**src/rtl/nvdla_csb_reg_slave.sv**
```systemverilog
// nvdla_csb_reg_slave: CSB responder terminating config requests into a local 32-bit register bank.
// Optional saturating miss counter at BASE_ADDR+NUM_REGS, enabled by NVDLA_CSB_ERR_CNT_EN.
module nvdla_csb_reg_slave #(
    parameter logic [15:0] BASE_ADDR = 16'h0000,
    parameter int          NUM_REGS  = 8,
    parameter int          RESP_LAT  = 1,
    parameter logic [31:0] RST_VAL   = 32'h0
) (
    input  logic                     clk_i,
    input  logic                     rst_ni,
    input  logic                     csb_valid_i,
    output logic                     csb_ready_o,
    input  logic [15:0]              csb_addr_i,
    input  logic [31:0]              csb_wdat_i,
    input  logic                     csb_write_i,
    input  logic                     csb_nposted_i,
    output logic                     csb_r_valid_o,
    output logic [31:0]              csb_r_data_o,
    output logic                     csb_wr_complete_o,
    output logic [NUM_REGS*32-1:0]   reg_q_o,
    output logic [NUM_REGS-1:0]      reg_we_o
);
    typedef enum logic {IDLE, WAIT} state_e;
    state_e              r_state, w_state_nxt;
    logic [3:0]          r_cnt, w_cnt_nxt;
    logic                r_wr_pend;
    logic [31:0]         r_cap, r_hold;
    logic [31:0]         r_regs [NUM_REGS];
    logic [15:0]         w_idx;
    logic [NUM_REGS-1:0] w_sel;
    logic [31:0]         w_rdata, w_cap_d;
    logic                w_acc, w_slow, w_resp;
    assign w_idx = csb_addr_i - BASE_ADDR;
    assign csb_ready_o = (r_state == IDLE);
    assign w_acc = csb_valid_i && csb_ready_o;
    assign w_slow = !csb_write_i || csb_nposted_i;
    assign w_resp = (r_state == WAIT) && (r_cnt == 4'd0);
    assign csb_r_valid_o = w_resp && !r_wr_pend;
    assign csb_wr_complete_o = w_resp && r_wr_pend;
    // The captured word is shown only during the pulse; afterwards the last delivered word is held.
    assign csb_r_data_o = csb_r_valid_o ? r_cap : r_hold;
    always_comb begin
        w_sel = '0;
        w_rdata = '0;
        for (int i = 0; i < NUM_REGS; i++) begin
            w_sel[i] = (w_idx == 16'(i));
            w_rdata = w_sel[i] ? r_regs[i] : w_rdata;
        end
    end
`ifdef NVDLA_CSB_ERR_CNT_EN
    logic [15:0] r_err_cnt;
    logic        w_err_addr;
    assign w_err_addr = (w_idx == 16'(NUM_REGS));
    assign w_cap_d = w_err_addr ? {16'h0, r_err_cnt} : w_rdata;
    always_ff @(posedge clk_i or negedge rst_ni) begin
        if (!rst_ni)
            r_err_cnt <= '0;
        else if (w_acc && w_err_addr && csb_write_i)
            r_err_cnt <= '0;
        else if (w_acc && !(|w_sel) && !w_err_addr && r_err_cnt != 16'hFFFF)
            r_err_cnt <= r_err_cnt + 16'd1;
    end
`else
    assign w_cap_d = w_rdata;
`endif
    always_comb begin
        w_state_nxt = r_state;
        w_cnt_nxt = r_cnt;
        if (r_state == IDLE) begin
            w_state_nxt = (w_acc && w_slow) ? WAIT : IDLE;
            w_cnt_nxt = (w_acc && w_slow) ? 4'(RESP_LAT - 1) : r_cnt;
        end else begin
            w_state_nxt = (r_cnt == 4'd0) ? IDLE : WAIT;
            w_cnt_nxt = (r_cnt == 4'd0) ? 4'd0 : r_cnt - 4'd1;
        end
    end
    always_ff @(posedge clk_i or negedge rst_ni) begin
        if (!rst_ni) begin
            r_state   <= IDLE;
            r_cnt     <= '0;
            r_wr_pend <= 1'b0;
            r_cap     <= '0;
            r_hold    <= '0;
            reg_we_o  <= '0;
        end else begin
            r_state  <= w_state_nxt;
            r_cnt    <= w_cnt_nxt;
            reg_we_o <= (w_acc && csb_write_i) ? w_sel : '0;
            if (w_acc && w_slow)
                r_wr_pend <= csb_write_i;
            if (w_acc && !csb_write_i)
                r_cap <= w_cap_d;
            if (csb_r_valid_o)
                r_hold <= r_cap;
        end
    end
    always_ff @(posedge clk_i or negedge rst_ni) begin
        if (!rst_ni) begin
            for (int i = 0; i < NUM_REGS; i++)
                r_regs[i] <= RST_VAL;
        end else begin
            for (int i = 0; i < NUM_REGS; i++)
                if (w_acc && csb_write_i && w_sel[i])
                    r_regs[i] <= csb_wdat_i;
        end
    end
    for (genvar g = 0; g < NUM_REGS; g++) begin : g_q
        assign reg_q_o[32*g +: 32] = r_regs[g];
    end
endmodule
```
**config.mk**
```make
export PLATFORM = sky130hd
export DESIGN_NAME = nvdla_csb_reg_slave
export DESIGN_NICKNAME = d
export VERILOG_FILES = /design/src/rtl/nvdla_csb_reg_slave.sv
export SDC_FILE = /design/constraint.sdc
export NUM_CORES = 1
export LEC_CHECK = 0
export BUFFER_PORTS_ARGS = -buffer_cell sky130_fd_sc_hd__buf_2
export CAP_MARGIN = 30
export CORE_MARGIN = 4
export CORE_UTILIZATION = 55
export CTS_BUF_LIST = sky130_fd_sc_hd__clkbuf_8
export CTS_CLUSTER_DIAMETER = 40
export DETAILED_ROUTE_END_ITERATION = 10
export PLACE_DENSITY = 0.82
export SLEW_MARGIN = 15
export SYNTH_ARGS = -nofsm -noshare
export SYNTH_HDL_FRONTEND = slang
export SYNTH_SLANG_ARGS = --single-unit
```
**constraint.sdc**
```tcl
create_clock -name clk_i -period 3.8 [get_ports clk_i]
set_input_delay 0.38 -clock clk_i [delete_from_list [all_inputs] [get_ports clk_i]]
set_output_delay 0.38 -clock clk_i [all_outputs]
set_load 0.03 [all_outputs]
```
==> run_results.csv <==
group,metric,value,unit
yosys,ys_seq_area_frac,0.578,
run,drv_cap,0,
drt,drtIter0Drc,1142,
drt,drc_violations_left,0,
place,placement.io_buffers,351,
cts,cts_resized,0,
yosys,synth-async-reset-ratio,1.00,
min_path,hold_path_depth,3,
setup_path,start_kind,"register",
yosys,post_synth_xor_area_fraction,0,
yosys,syn-num-nets,1254,
pwr,vdd.ir_drop.worst,0.418,mV
sta,setup_tns,0,ns
finish,commonest_non_fill_non_tap_cell_in_the_layout,"sky130_fd_sc_hd__buf_2",
global_route,globalRouteMet1Util,0.427,
setup_path,worstPathRequired,3.42,ns
yosys,yosys-mux-area-fraction,0.202,
min_path,holdCritPathClass,"in2reg",
pwr,leakage,0.0101,uW
yosys,synth_enable_flop_cells,0,
yosys,netlist_area,14500,um2
cts,clock_buffer_count_from_cts,54,
sta,final.min_clock_period,3.10,ns
setup_path,worstPathMaxFanout,16,
place,place.gp.congestion,0.886,
run_status,result_of_the_run,"complete, no violations",
sta,setup_viol_count_final,0,
finish,final_cells,1945,
cts,clock_pin_slew_on_the_worst_setup_and_hold_paths,0.06,ns
yosys,cells_after_synth,1199,
cts,worst_skew_late_latency,0.57,ns
setup_path,reg2regPathDepth,5,
drt,routed_wirelength,47.7,mm
floorplanning,ios,352,
global_route,grt_start_max_net_pins,88,
sta,grt_setup_unrepaired,"false",
cts,cts.root.buffer_cell,"sky130_fd_sc_hd__clkbuf_8",
yosys,simple_logic_cell_fraction_of_the_synthesized_area,0.102,
yosys,synth_compound_area_frac,0.0917,
global_route,gr-max-usage-layer,"met2",
cts,h-tree-depth,2,
floorplanning,core_region_area,26000,um2
setup_path,setup.worst_path.class,"reg2out",
cts,cts-root-to-sink-buffers,3,
drt,average_wire_per_standard_cell,24.5,um
drt,drt_pre_antenna_iters,5,
sta,maxSlewViolCount,0,
floorplanning,rows,59,
place,dp.cells,1844,
yosys,synthesis.area_per_instance,12.1,um2
sta,worst-slew-pin-transition,0.952,ns
setup_path,crit_arrival,2.72,ns
floorplanning,initial_utilization,0.556,
drt,postRouteAntennaNets,0,
cts,tritoncts,"done",
yosys,yosys_warnings,0,
setup_path,register_to_register_setup_slack,1.13,ns
sta,timing_hold_violations_final,0,
setup_path,worst_setup_path_end_kind,"output pin",
global_route,grt_antenna_before_repair,1,
global_route,gr-usage-all-layers,0.326,
cts,numClockSinks,334,
yosys,postSynthRegisterBits,334,
global_route,gr-usage-met2,0.528,
yosys,synthFlopType,"sky130_fd_sc_hd__dfrtp_1",
finish,share_of_final_layout_standard_cells_stronger_than_drive_strength_1,0.347,
global_route,grt_remaining_overflow,0,
sta,slew_headroom,0.363,
cts,cts_setup_buffers,0,
pwr,cellPowerDensity,455,nW/um2
finish,mostFrequentLayoutCells,"sky130_fd_sc_hd__buf_2 (350), sky130_fd_sc_hd__dfrtp_1 (334), sky130_fd_sc_hd__nand2_1 (224)",
global_route,via_count_of_the_first_global_routing_pass,12400,
floorplanning,floorplan.die_area,28900,um2
sta,clock-skew-final,0.0259,ns
finish,area_delta_synth_final,24.0,%
yosys,largest_family_of_logic_cells_by_synthesized_area,"multiplexers",
drt,via_count,12000,
yosys,post_synth_num_cell_types,51,
floorplanning,die_y,170,um
global_route,grtUsageMet3,0.0776,
yosys,fraction_of_the_mapped_netlist_area_in_adder_cells,0.00173,
drt,post_drt_via_cell_ratio,6.17,
sta,period_share,0.815,
place,hpwlAfterDp,31.8,mm
global_route,grt_pass1_wl,72.9,mm
sta,fmaxAchievable,323,MHz
finish,nets,1622,
floorplanning,floorplan.die.width,170,um
==> report_power, final <==
| part | internal, uW | total (uW) | switching, uW |
|---|---|---|---|
| sequential | 3730 | 3820 | 96.8 |
| combinational | 352 | 1100 | 749 |
| clock | 1820 | 3240 | 1420 |
| total | 5890 | 8160 | 2270 |
==> cells in the mapped netlist, types with 2 or more instances <==
cell                       count  area [um2]
sky130_fd_sc_hd__nor4_1        4        25.0
sky130_fd_sc_hd__o31a_1        6        52.6
sky130_fd_sc_hd__a222oi_1      2        20.0
sky130_fd_sc_hd__or4bb_1       2        22.5
sky130_fd_sc_hd__a31oi_1       6        37.5
sky130_fd_sc_hd__a22oi_1      16         120
sky130_fd_sc_hd__and3_1        2        12.5
sky130_fd_sc_hd__a22o_1        2        17.5
sky130_fd_sc_hd__nand2_1     227         852
sky130_fd_sc_hd__o21ai_0       5        25.0
sky130_fd_sc_hd__nand3_1       4        20.0
sky130_fd_sc_hd__nor3b_1       2        15.0
sky130_fd_sc_hd__or3_1         3        18.8
sky130_fd_sc_hd__nor3_1        6        30.0
sky130_fd_sc_hd__inv_1         3        11.3
sky130_fd_sc_hd__buf_2        20         100
sky130_fd_sc_hd__clkbuf_1     53         199
sky130_fd_sc_hd__nor2b_1       7        43.8
sky130_fd_sc_hd__nand2b_1      4        25.0
sky130_fd_sc_hd__mux4_2        5         113
sky130_fd_sc_hd__mux2_1      192        2160
sky130_fd_sc_hd__a221oi_1      3        26.3
sky130_fd_sc_hd__or2_2        11        68.8
sky130_fd_sc_hd__nor4bb_1      2        20.0
sky130_fd_sc_hd__mux2i_1      10         100
sky130_fd_sc_hd__o311ai_1     11        96.3
sky130_fd_sc_hd__nand4_1       2        12.5
sky130_fd_sc_hd__buf_4         3        22.5
sky130_fd_sc_hd__ha_1          2        25.0
sky130_fd_sc_hd__nor2_1       39         146
sky130_fd_sc_hd__o22ai_1      30         188
sky130_fd_sc_hd__mux2_2       49         552
sky130_fd_sc_hd__or4_1         5        37.5
sky130_fd_sc_hd__and4_1        2        17.5
sky130_fd_sc_hd__a211o_1      11        96.3
sky130_fd_sc_hd__o221ai_1     21         184
sky130_fd_sc_hd__dfrtp_1     334        8360
sky130_fd_sc_hd__nor4_2        2        25.0
sky130_fd_sc_hd__a221o_1      10         100
sky130_fd_sc_hd__and2_1        3        18.8
sky130_fd_sc_hd__buf_1         3        11.3
sky130_fd_sc_hd__a21oi_1      60         300
sky130_fd_sc_hd__o21ai_1       2        10.0
sky130_fd_sc_hd__o41ai_1       6        52.6
==> metal layers <==
layer | vias up | part of all wire | routed length (um)
met5 | - | 0 | 0
met4 | 0 | 0.038 | 1830
li1 | 5071 | - | -
met3 | 146 | 0.11 | 5230
met2 | 768 | 0.47 | 22600
met1 | 6023 | 0.38 | 18100
==> registers in the layout (all words and copies together) (netlist names) <==
signal / count
reg_we_o: 8
reg_q_o: 256
r_state: 1
r_wr_pend: 1
r_cap: 32
r_cnt: 4
r_hold: 32
==> through the flow <==
stage                     cell area [um2]  utilization  power [uW]  hold WS (ns)  setup WS [ns]
after detailed placement            16800        0.645        4970         0.443          0.670
after floorplan                     14500            -        4520        0.0844           1.22
after global placement              16800        0.645        4930         0.440          0.770
final                               17900        0.690        8160        0.0974          0.704
after global routing                17900        0.690        8450        0.0842          0.530
after CTS                           17900        0.690        8180        0.0671          0.710
==> worst paths after layout <==
check / start / to
worst max-delay path: r_cnt[0] / csb_r_data_o[4]
min in group asynchronous: rst_ni / r_hold[31]
worst min-delay path: csb_wdat_i[2] / reg_q_o[226]
worst min register to register: reg_q_o[238] / reg_q_o[238]
worst max register to register: r_state / reg_q_o[29]
max in group asynchronous: rst_ni / reg_we_o[3]
==> worst max-delay path: stages, from the launching register on <==
cell	delay [ns]
sky130_fd_sc_hd__dfrtp_1	0.40
sky130_fd_sc_hd__inv_1	0.10
sky130_fd_sc_hd__ha_1	0.14
sky130_fd_sc_hd__nor3b_1	0.31
sky130_fd_sc_hd__nand2_1	0.15
sky130_fd_sc_hd__nor2_4	0.10
sky130_fd_sc_hd__buf_4	0.31
sky130_fd_sc_hd__mux2_2	0.42
sky130_fd_sc_hd__buf_2	0.19
==> cells by family (layout without fill, tap and decap cells) <==
group	after synthesis	after routing
multiplexers	256	256
other	0	1
flip-flops	334	334
buffers and inverters	83	493
AND/OR/NAND/NOR	333	333
AO/OA/AOI/OAI	191	191
adder cells (fa/ha/maj)	2	2
==> area by class of cell <==
type | count | area [um2]
Sequential cell | 334 | 8360
Fill cell | 1889 | 8050
Multi-Input combinational cell | 782 | 5850
Timing Repair Buffer | 391 | 2130
Clock buffer | 75 | 1030
Tap cell | 335 | 419
Clock inverter | 23 | 130
Inverter | 4 | 15.0
Antenna cell | 1 | 2.50
==> timing repair <==
action	CTS	global route
endpoints found under the hold margin	81	0
hold buffers	1	0
setup endpoints to repair	0	0
Note: power is estimated with default switching activity, not from simulation.
